--- src/rtl/pipes.sv ---
// Shared execute-stage types: the M-extension operation select and its decode helpers.
package pipes;

    typedef enum logic [3:0] {
        MDU_MUL,
        MDU_MULW,
        MDU_DIV,
        MDU_DIVU,
        MDU_REM,
        MDU_REMU,
        MDU_DIVW,
        MDU_DIVUW,
        MDU_REMW,
        MDU_REMUW
    } mdufunc_t;

    function automatic logic is_word(mdufunc_t f);
        case (f)
            MDU_MULW, MDU_DIVW, MDU_DIVUW, MDU_REMW, MDU_REMUW: return 1'b1;
            default: return 1'b0;
        endcase
    endfunction

    function automatic logic is_signed(mdufunc_t f);
        case (f)
            MDU_DIV, MDU_REM, MDU_DIVW, MDU_REMW: return 1'b1;
            default: return 1'b0;
        endcase
    endfunction

    function automatic logic is_rem(mdufunc_t f);
        case (f)
            MDU_REM, MDU_REMU, MDU_REMW, MDU_REMUW: return 1'b1;
            default: return 1'b0;
        endcase
    endfunction

    // Any encoding that is not a divide/remainder, including illegal ones, runs as a multiply.
    function automatic logic is_div(mdufunc_t f);
        case (f)
            MDU_DIV, MDU_DIVU, MDU_REM, MDU_REMU,
            MDU_DIVW, MDU_DIVUW, MDU_REMW, MDU_REMUW: return 1'b1;
            default: return 1'b0;
        endcase
    endfunction

endpackage

--- src/rtl/mdu_divider.sv ---
// Restoring radix-2 divider datapath: one quotient bit per step on unsigned 64-bit operands.
module mdu_divider (
    input  logic        clk,
    input  logic        reset,
    input  logic        load,
    input  logic        step,
    input  logic [63:0] dividend,
    input  logic [63:0] divisor,
    output logic [63:0] quotient,
    output logic [63:0] remainder
);

    logic [63:0] rem_q;
    logic [63:0] quo_q;
    logic [63:0] dsr_q;
    logic [64:0] diff;
    logic [63:0] rem_next;

    // The dividend shifts out of quo_q's top as quotient bits shift into its bottom.
    always_comb begin
        diff     = {rem_q, quo_q[63]} - {1'b0, dsr_q};
        rem_next = diff[64] ? {rem_q[62:0], quo_q[63]} : diff[63:0];
    end

    always_ff @(posedge clk) begin
        if (reset) begin
            rem_q <= 64'd0;
            quo_q <= 64'd0;
            dsr_q <= 64'd0;
        end else if (load) begin
            rem_q <= 64'd0;
            quo_q <= dividend;
            dsr_q <= divisor;
        end else if (step) begin
            rem_q <= rem_next;
            quo_q <= {quo_q[62:0], ~diff[64]};
        end
    end

    assign quotient  = quo_q;
    assign remainder = rem_q;

endmodule

--- src/rtl/mdu.sv ---
// Iterative RV64 multiply/divide unit with valid/ready request and response handshakes.
module mdu
    import pipes::*;
(
    input  logic        clk,
    input  logic        reset,
    input  logic        flush,
    input  logic        req_valid,
    output logic        req_ready,
    input  logic [63:0] a,
    input  logic [63:0] b,
    input  mdufunc_t    mdufunc,
    output logic        resp_valid,
    input  logic        resp_ready,
    output logic [63:0] c
);

    typedef enum logic [1:0] {StIdle, StBusy, StFix, StDone} state_t;

    state_t      state_q, state_d;
    logic [5:0]  cnt_q;
    logic        word_q, div_q, rem_op_q, negq_q, negr_q, dz_q, ovf_q;
    logic [63:0] ea_q, acc_q, mcand_q, mplier_q, c_q;

    logic        word, sgn, accept;
    logic [63:0] ea, eb, abs_a, abs_b, dividend;
    logic [63:0] quotient, remainder, q_fix, r_fix, res_raw, result;
    logic [5:0]  last;

    always_comb begin
        word  = is_word(mdufunc);
        sgn   = is_signed(mdufunc);
        ea    = word ? {{32{sgn & a[31]}}, a[31:0]} : a;
        eb    = word ? {{32{sgn & b[31]}}, b[31:0]} : b;
        abs_a = (sgn && ea[63]) ? -ea : ea;
        abs_b = (sgn && eb[63]) ? -eb : eb;
        // Word divides pre-shift the dividend so 32 steps consume exactly its low 32 bits.
        dividend = word ? {abs_a[31:0], 32'd0} : abs_a;
        accept   = (state_q == StIdle) && req_valid && !flush;
        last     = word_q ? 6'd31 : 6'd63;
    end

    mdu_divider u_divider (
        .clk       (clk),
        .reset     (reset),
        .load      (accept),
        .step      ((state_q == StBusy) && div_q),
        .dividend  (dividend),
        .divisor   (abs_b),
        .quotient  (quotient),
        .remainder (remainder)
    );

    always_ff @(posedge clk) begin
        if (reset) begin
            state_q <= StIdle;
        end else begin
            state_q <= state_d;
        end
    end

    always_comb begin
        state_d = state_q;
        unique case (state_q)
            StIdle: if (req_valid) state_d = StBusy;
            StBusy: if (cnt_q == last) state_d = StFix;
            StFix:  state_d = StDone;
            StDone: if (resp_ready) state_d = StIdle;
            default: state_d = StIdle;
        endcase
        if (flush) state_d = StIdle;
    end

    always_comb begin
        req_ready  = (state_q == StIdle);
        resp_valid = (state_q == StDone);
        c          = c_q;
    end

    always_comb begin
        q_fix = negq_q ? -quotient : quotient;
        r_fix = negr_q ? -remainder : remainder;
        if (!div_q) begin
            res_raw = acc_q;
        end else if (dz_q) begin
            res_raw = rem_op_q ? ea_q : {64{1'b1}};
        end else if (ovf_q) begin
            res_raw = rem_op_q ? 64'd0 : ea_q;
        end else begin
            res_raw = rem_op_q ? r_fix : q_fix;
        end
        result = word_q ? {{32{res_raw[31]}}, res_raw[31:0]} : res_raw;
    end

    always_ff @(posedge clk) begin
        if (reset) begin
            cnt_q    <= 6'd0;
            word_q   <= 1'b0;
            div_q    <= 1'b0;
            rem_op_q <= 1'b0;
            negq_q   <= 1'b0;
            negr_q   <= 1'b0;
            dz_q     <= 1'b0;
            ovf_q    <= 1'b0;
            ea_q     <= 64'd0;
            acc_q    <= 64'd0;
            mcand_q  <= 64'd0;
            mplier_q <= 64'd0;
            c_q      <= 64'd0;
        end else begin
            if (accept) begin
                cnt_q    <= 6'd0;
                word_q   <= word;
                div_q    <= is_div(mdufunc);
                rem_op_q <= is_rem(mdufunc);
                negq_q   <= sgn & (ea[63] ^ eb[63]);
                negr_q   <= sgn & ea[63];
                dz_q     <= (eb == 64'd0);
                ovf_q    <= sgn && (eb == {64{1'b1}}) &&
                            (ea == (word ? 64'hFFFF_FFFF_8000_0000 : 64'h8000_0000_0000_0000));
                ea_q     <= ea;
                acc_q    <= 64'd0;
                mcand_q  <= ea;
                mplier_q <= eb;
            end else if (state_q == StBusy) begin
                cnt_q    <= cnt_q + 6'd1;
                if (mplier_q[0]) acc_q <= acc_q + mcand_q;
                mcand_q  <= {mcand_q[62:0], 1'b0};
                mplier_q <= {1'b0, mplier_q[63:1]};
            end
            if (state_q == StFix) c_q <= result;
        end
    end

endmodule

--- config.mk ---
export PLATFORM = sky130hd
export DESIGN_NAME = mdu
export DESIGN_NICKNAME = d
export VERILOG_FILES = /design/src/rtl/pipes.sv /design/src/rtl/mdu_divider.sv /design/src/rtl/mdu.sv
export SDC_FILE = /design/constraint.sdc
export NUM_CORES = 2
export LEC_CHECK = 0
export BUFFER_PORTS_ARGS = -buffer_cell sky130_fd_sc_hd__buf_2
export CAP_MARGIN = 20
export CORE_ASPECT_RATIO = 1.1
export CORE_MARGIN = 5
export CORE_UTILIZATION = 52
export CTS_CLUSTER_SIZE = 20
export DETAILED_ROUTE_END_ITERATION = 6
export PLACE_DENSITY = 0.68
export SYNTH_ARGS = -nofsm -noshare
export SYNTH_HDL_FRONTEND = slang
export SYNTH_HIERARCHICAL = 1
export SYNTH_SLANG_ARGS = --single-unit
--- constraint.sdc ---
create_clock -name clk -period 4.2 [get_ports clk]
set_input_delay 0.63 -clock clk [delete_from_list [all_inputs] [get_ports clk]]
set_output_delay 0.63 -clock clk [all_outputs]
set_load 0.03 [all_outputs]
==> reports/summary.txt <==
Status -> complete, but fails checks
Failing checks -> design-rule violations
Final period util -> 98.2%
Max-cap violations -> 0
Max Slew Vio Count -> 0
Synth warnings -> 6
Reg2Reg Depth -> 14
Io pins -> 203
Pin count of the biggest net entering global routing -> 207
Min Hold Slack -> 273 ps
Flops & latches, synth -> 527
Clock Tree Buf Depth -> 3
Initial core utilization -> 52.4%
Count of final hold-check violations -> 0
Final HPWL DP -> 111 mm
Synth Flop Type -> dfxtp_1
GRT overflow -> 0
Required time of the critical path -> 4720 ps
Cell taking the most area after synthesis -> dfxtp_1
Worst IR Drop VDD -> 0.359 mV
Average cell area after synthesis -> 7.53 um^2
Slowest Stage Delay on Critical Path -> 590 ps
Crit-path cells -> or4_1, or3_1, nor4_2, buf_4, mux2i_1, o21ai_0, o221ai_1, buf_4, nand2b_1, nand2_1, buf_4, nor3_1, buf_4, nor3_1
Fin crit period -> 4120 ps
Vias in the first global route -> 35700
Top cells by area, synth -> dfxtp_1 (28%), mux2i_1 (8.3%), a21oi_1 (6.9%), nor2_1 (6.4%), ha_1 (4.6%)
First-pass GRT wire length -> 219 mm
CP Capture Type -> register
CTS Buf Count -> 60
Top cell type's share of synthesized area -> 28.1%
Count of cell types in the netlist -> 93
Share of layout cells above drive strength 1 -> 10.8%
Synthesized Nets -> 5258
CTS H-tree depth -> 2
Mapped Cells -> 4982
Routed Antenna Nets -> 0
Slowest cell on crit path -> or4_1
DRT Pass-1 Iters -> 7
Layout area overhead -> 12.0%
CP Class -> reg -> reg
CTS root buf -> clkbuf_16
Nets@finish -> 5309
Hold-fix buffers, CTS -> 0
Sequential area share after synthesis -> 28.1%
Most frequent cells in the layout -> nor2_1 (630), dfxtp_1 (522), a21oi_1 (513)
# rows -> 103
Drt total wl -> 147 mm
Vias per inst -> 6.40
Initial antenna violation count -> 14
Post-synthesis cell area -> 0.0375 mm^2
Lkg Pwr -> 16.2 nW
Drt drc -> 2
P per Cell Area -> 356 mW/mm^2
RSZ-0062 raised after global routing -> false
Setup TNS -> 0 ps
Die span in y -> 292 um
Worst Clk Skew -> 36.0 ps
Total number of vias -> 38700
Core area -> 0.0717 mm^2
Asr flop ratio synth -> 0%
RR Startpoint -> u_divider/quotient[13]$_SDFFE_PP0P_
GRT Total Usage -> 35.7%
Clock transition at path regs -> 60 ps
# port buffers -> 202
Die width -> 266 um
First DRT Iteration DRCs -> 4606
Reg2Reg Capture Point -> c[41]$_SDFFE_PP0P_
Slew @ Worst Pin -> 1210 ps
Worst Hold Class -> in -> reg
Most used cell, CP -> buf_4
TritonCTS clock tree -> done
Final setup fails -> 0
Critical path origin -> u_divider/quotient[13]$_SDFFE_PP0P_
R2R setup slack -> 80 ps
Layout filler cell count -> 6834
CP startpoint kind -> register
EDFF count, synth -> 0
Commonest non-fill, non-tap cell in the layout -> nor2_1
Crit path to -> c[41]$_SDFFE_PP0P_
DR WL/cell -> 24.4 um
Worst-Skew Late Latency -> 660 ps
Max Fclk -> 0.243 GHz
Slew margin rel. -> 19.4%
Clock sinks -> 527
Maximum fanout along the worst path -> 8
CP arrival -> 4640 ps
Gp weighted congestion -> 1.06
Die ar. -> 0.0776 mm^2
[critical path, delay by kind of cell, from the launching register on]
kind                   cells  cell delay (ps)
AOI/OAI and AO/OA          2              460
muxes                      1              180
buffers and inverters      4              880
and+or+nand+nor            7             2130
DFF                        1              350
[flip-flops by register name, summed over array words and instances, names as in the netlist]
signal               count
word_q                   1
c                       64
cnt_q                    6
negq_q                   1
dz_q                     1
div_q                    1
acc_q                   64
u_divider/dsr_q         64
mcand_q                 64
state_q                  2
ovf_q                    1
ea_q                    64
mplier_q                64
negr_q                   1
u_divider/remainder     64
rem_op_q                 1
u_divider/quotient      64
[layout make-up]
class / instances / area [um^2] / area share [%]
antenna: 8 / 20.0 / 0.0477
clock buffer: 72 / 1680 / 4.00
clock inverter: 42 / 626 / 1.49
inverter: 145 / 552 / 1.31
multi-input combinational: 3940 / 25000 / 59.6
sequential: 527 / 10600 / 25.1
tap: 945 / 1180 / 2.81
timing repair buffer: 359 / 2350 / 5.60
[cells in the mapped netlist (23+ instances only)]
| cell type | instances |
|---|---|
| nor2_1 | 635 |
| dfxtp_1 | 527 |
| a21oi_1 | 514 |
| nand2_1 | 451 |
| o21ai_0 | 336 |
| mux2i_1 | 310 |
| clkbuf_1 | 294 |
| xor2_1 | 192 |
| a211oi_1 | 160 |
| xnor2_1 | 156 |
| inv_1 | 144 |
| ha_1 | 137 |
| nor3_1 | 98 |
| a21o_1 | 81 |
| nand4_1 | 68 |
| o31ai_1 | 67 |
| nand3_1 | 51 |
| o22ai_1 | 48 |
| nor2b_1 | 43 |
| buf_1 | 41 |
| a31oi_1 | 39 |
| nand2b_1 | 38 |
| or3_1 | 38 |
| or4_1 | 36 |
| o211ai_1 | 32 |
| o41ai_1 | 31 |
| o21bai_1 | 30 |
| nor4_1 | 27 |
| o21a_1 | 24 |
| o221ai_1 | 24 |
| buf_2 | 23 |
[what timing repair did]
item | in CTS | in global routing
endpoints found under the setup margin | 0 | 2
setup buffers | 0 | 0
gates resized for setup | 0 | 1
[power by group]
part	leakage, nW	total (mW)	internal [mW]	switching, mW
clock	1.10	6.13	3.72	2.40
sequential	4.29	5.45	5.22	0.222
combinational	10.8	3.40	1.21	2.19
[layer usage]
layer | global-route usage [%] | vias up | wire length [um]
li1 | - | 18100 | -
met1 | 44.8 | 18200 | 57600
met3 | 5.69 | 488 | 11700
met5 | 0 | - | 22
met2 | 57.9 | 1875 | 67100
met4 | 21.4 | 4 | 10900
[worst min path at each step]
stage	slack, ps	start	depth (start not counted)	endpoint
final	270	flush	2	state_q[1]$_SDFFE_PP0P_
after global routing	280	flush	2	state_q[1]$_SDFFE_PP0P_
after CTS	250	flush	2	state_q[1]$_SDFFE_PP0P_
after detailed placement	430	ea_q[2]$_SDFFE_PP0P_	2	ea_q[2]$_SDFFE_PP0P_
after global placement	430	ea_q[2]$_SDFFE_PP0P_	2	ea_q[2]$_SDFFE_PP0P_
after floorplan	420	ea_q[1]$_SDFFE_PP0P_	2	ea_q[1]$_SDFFE_PP0P_
[kinds of logic (layout without fill, tap and decap cells)]
group | count (synthesis) | after routing | share of synthesized area, %
flip-flops | 527 | 527 | 28.1
other | 0 | 8 | 0
XOR/XNOR | 348 | 348 | 8.12
adder cells (fa/ha/maj) | 139 | 139 | 4.68
buffers and inverters | 515 | 618 | 5.40
AO/OA/AOI/OAI | 1548 | 1548 | 25.9
multiplexers | 312 | 312 | 8.33
AND/OR/NAND/NOR | 1593 | 1593 | 19.5
[per-stage QoR]
stage | instance area [um^2] | std cells | setup WS [ps] | util, % | power (mW)
finish | 42000 | 6038 | 76.5 | 58.6 | 15.0
global route | 42000 | 6036 | 1.70 | 58.6 | 15.4
CTS | 42000 | 6030 | 170 | 58.6 | 14.9
detailed placement | 39700 | 5916 | 57.2 | 55.4 | 8.84
global placement | 39700 | 5915 | 80.6 | 55.4 | 8.83
floorplan | 37500 | 4982 | 352 | - | 7.68
Power figures use the tool's default switching activity.
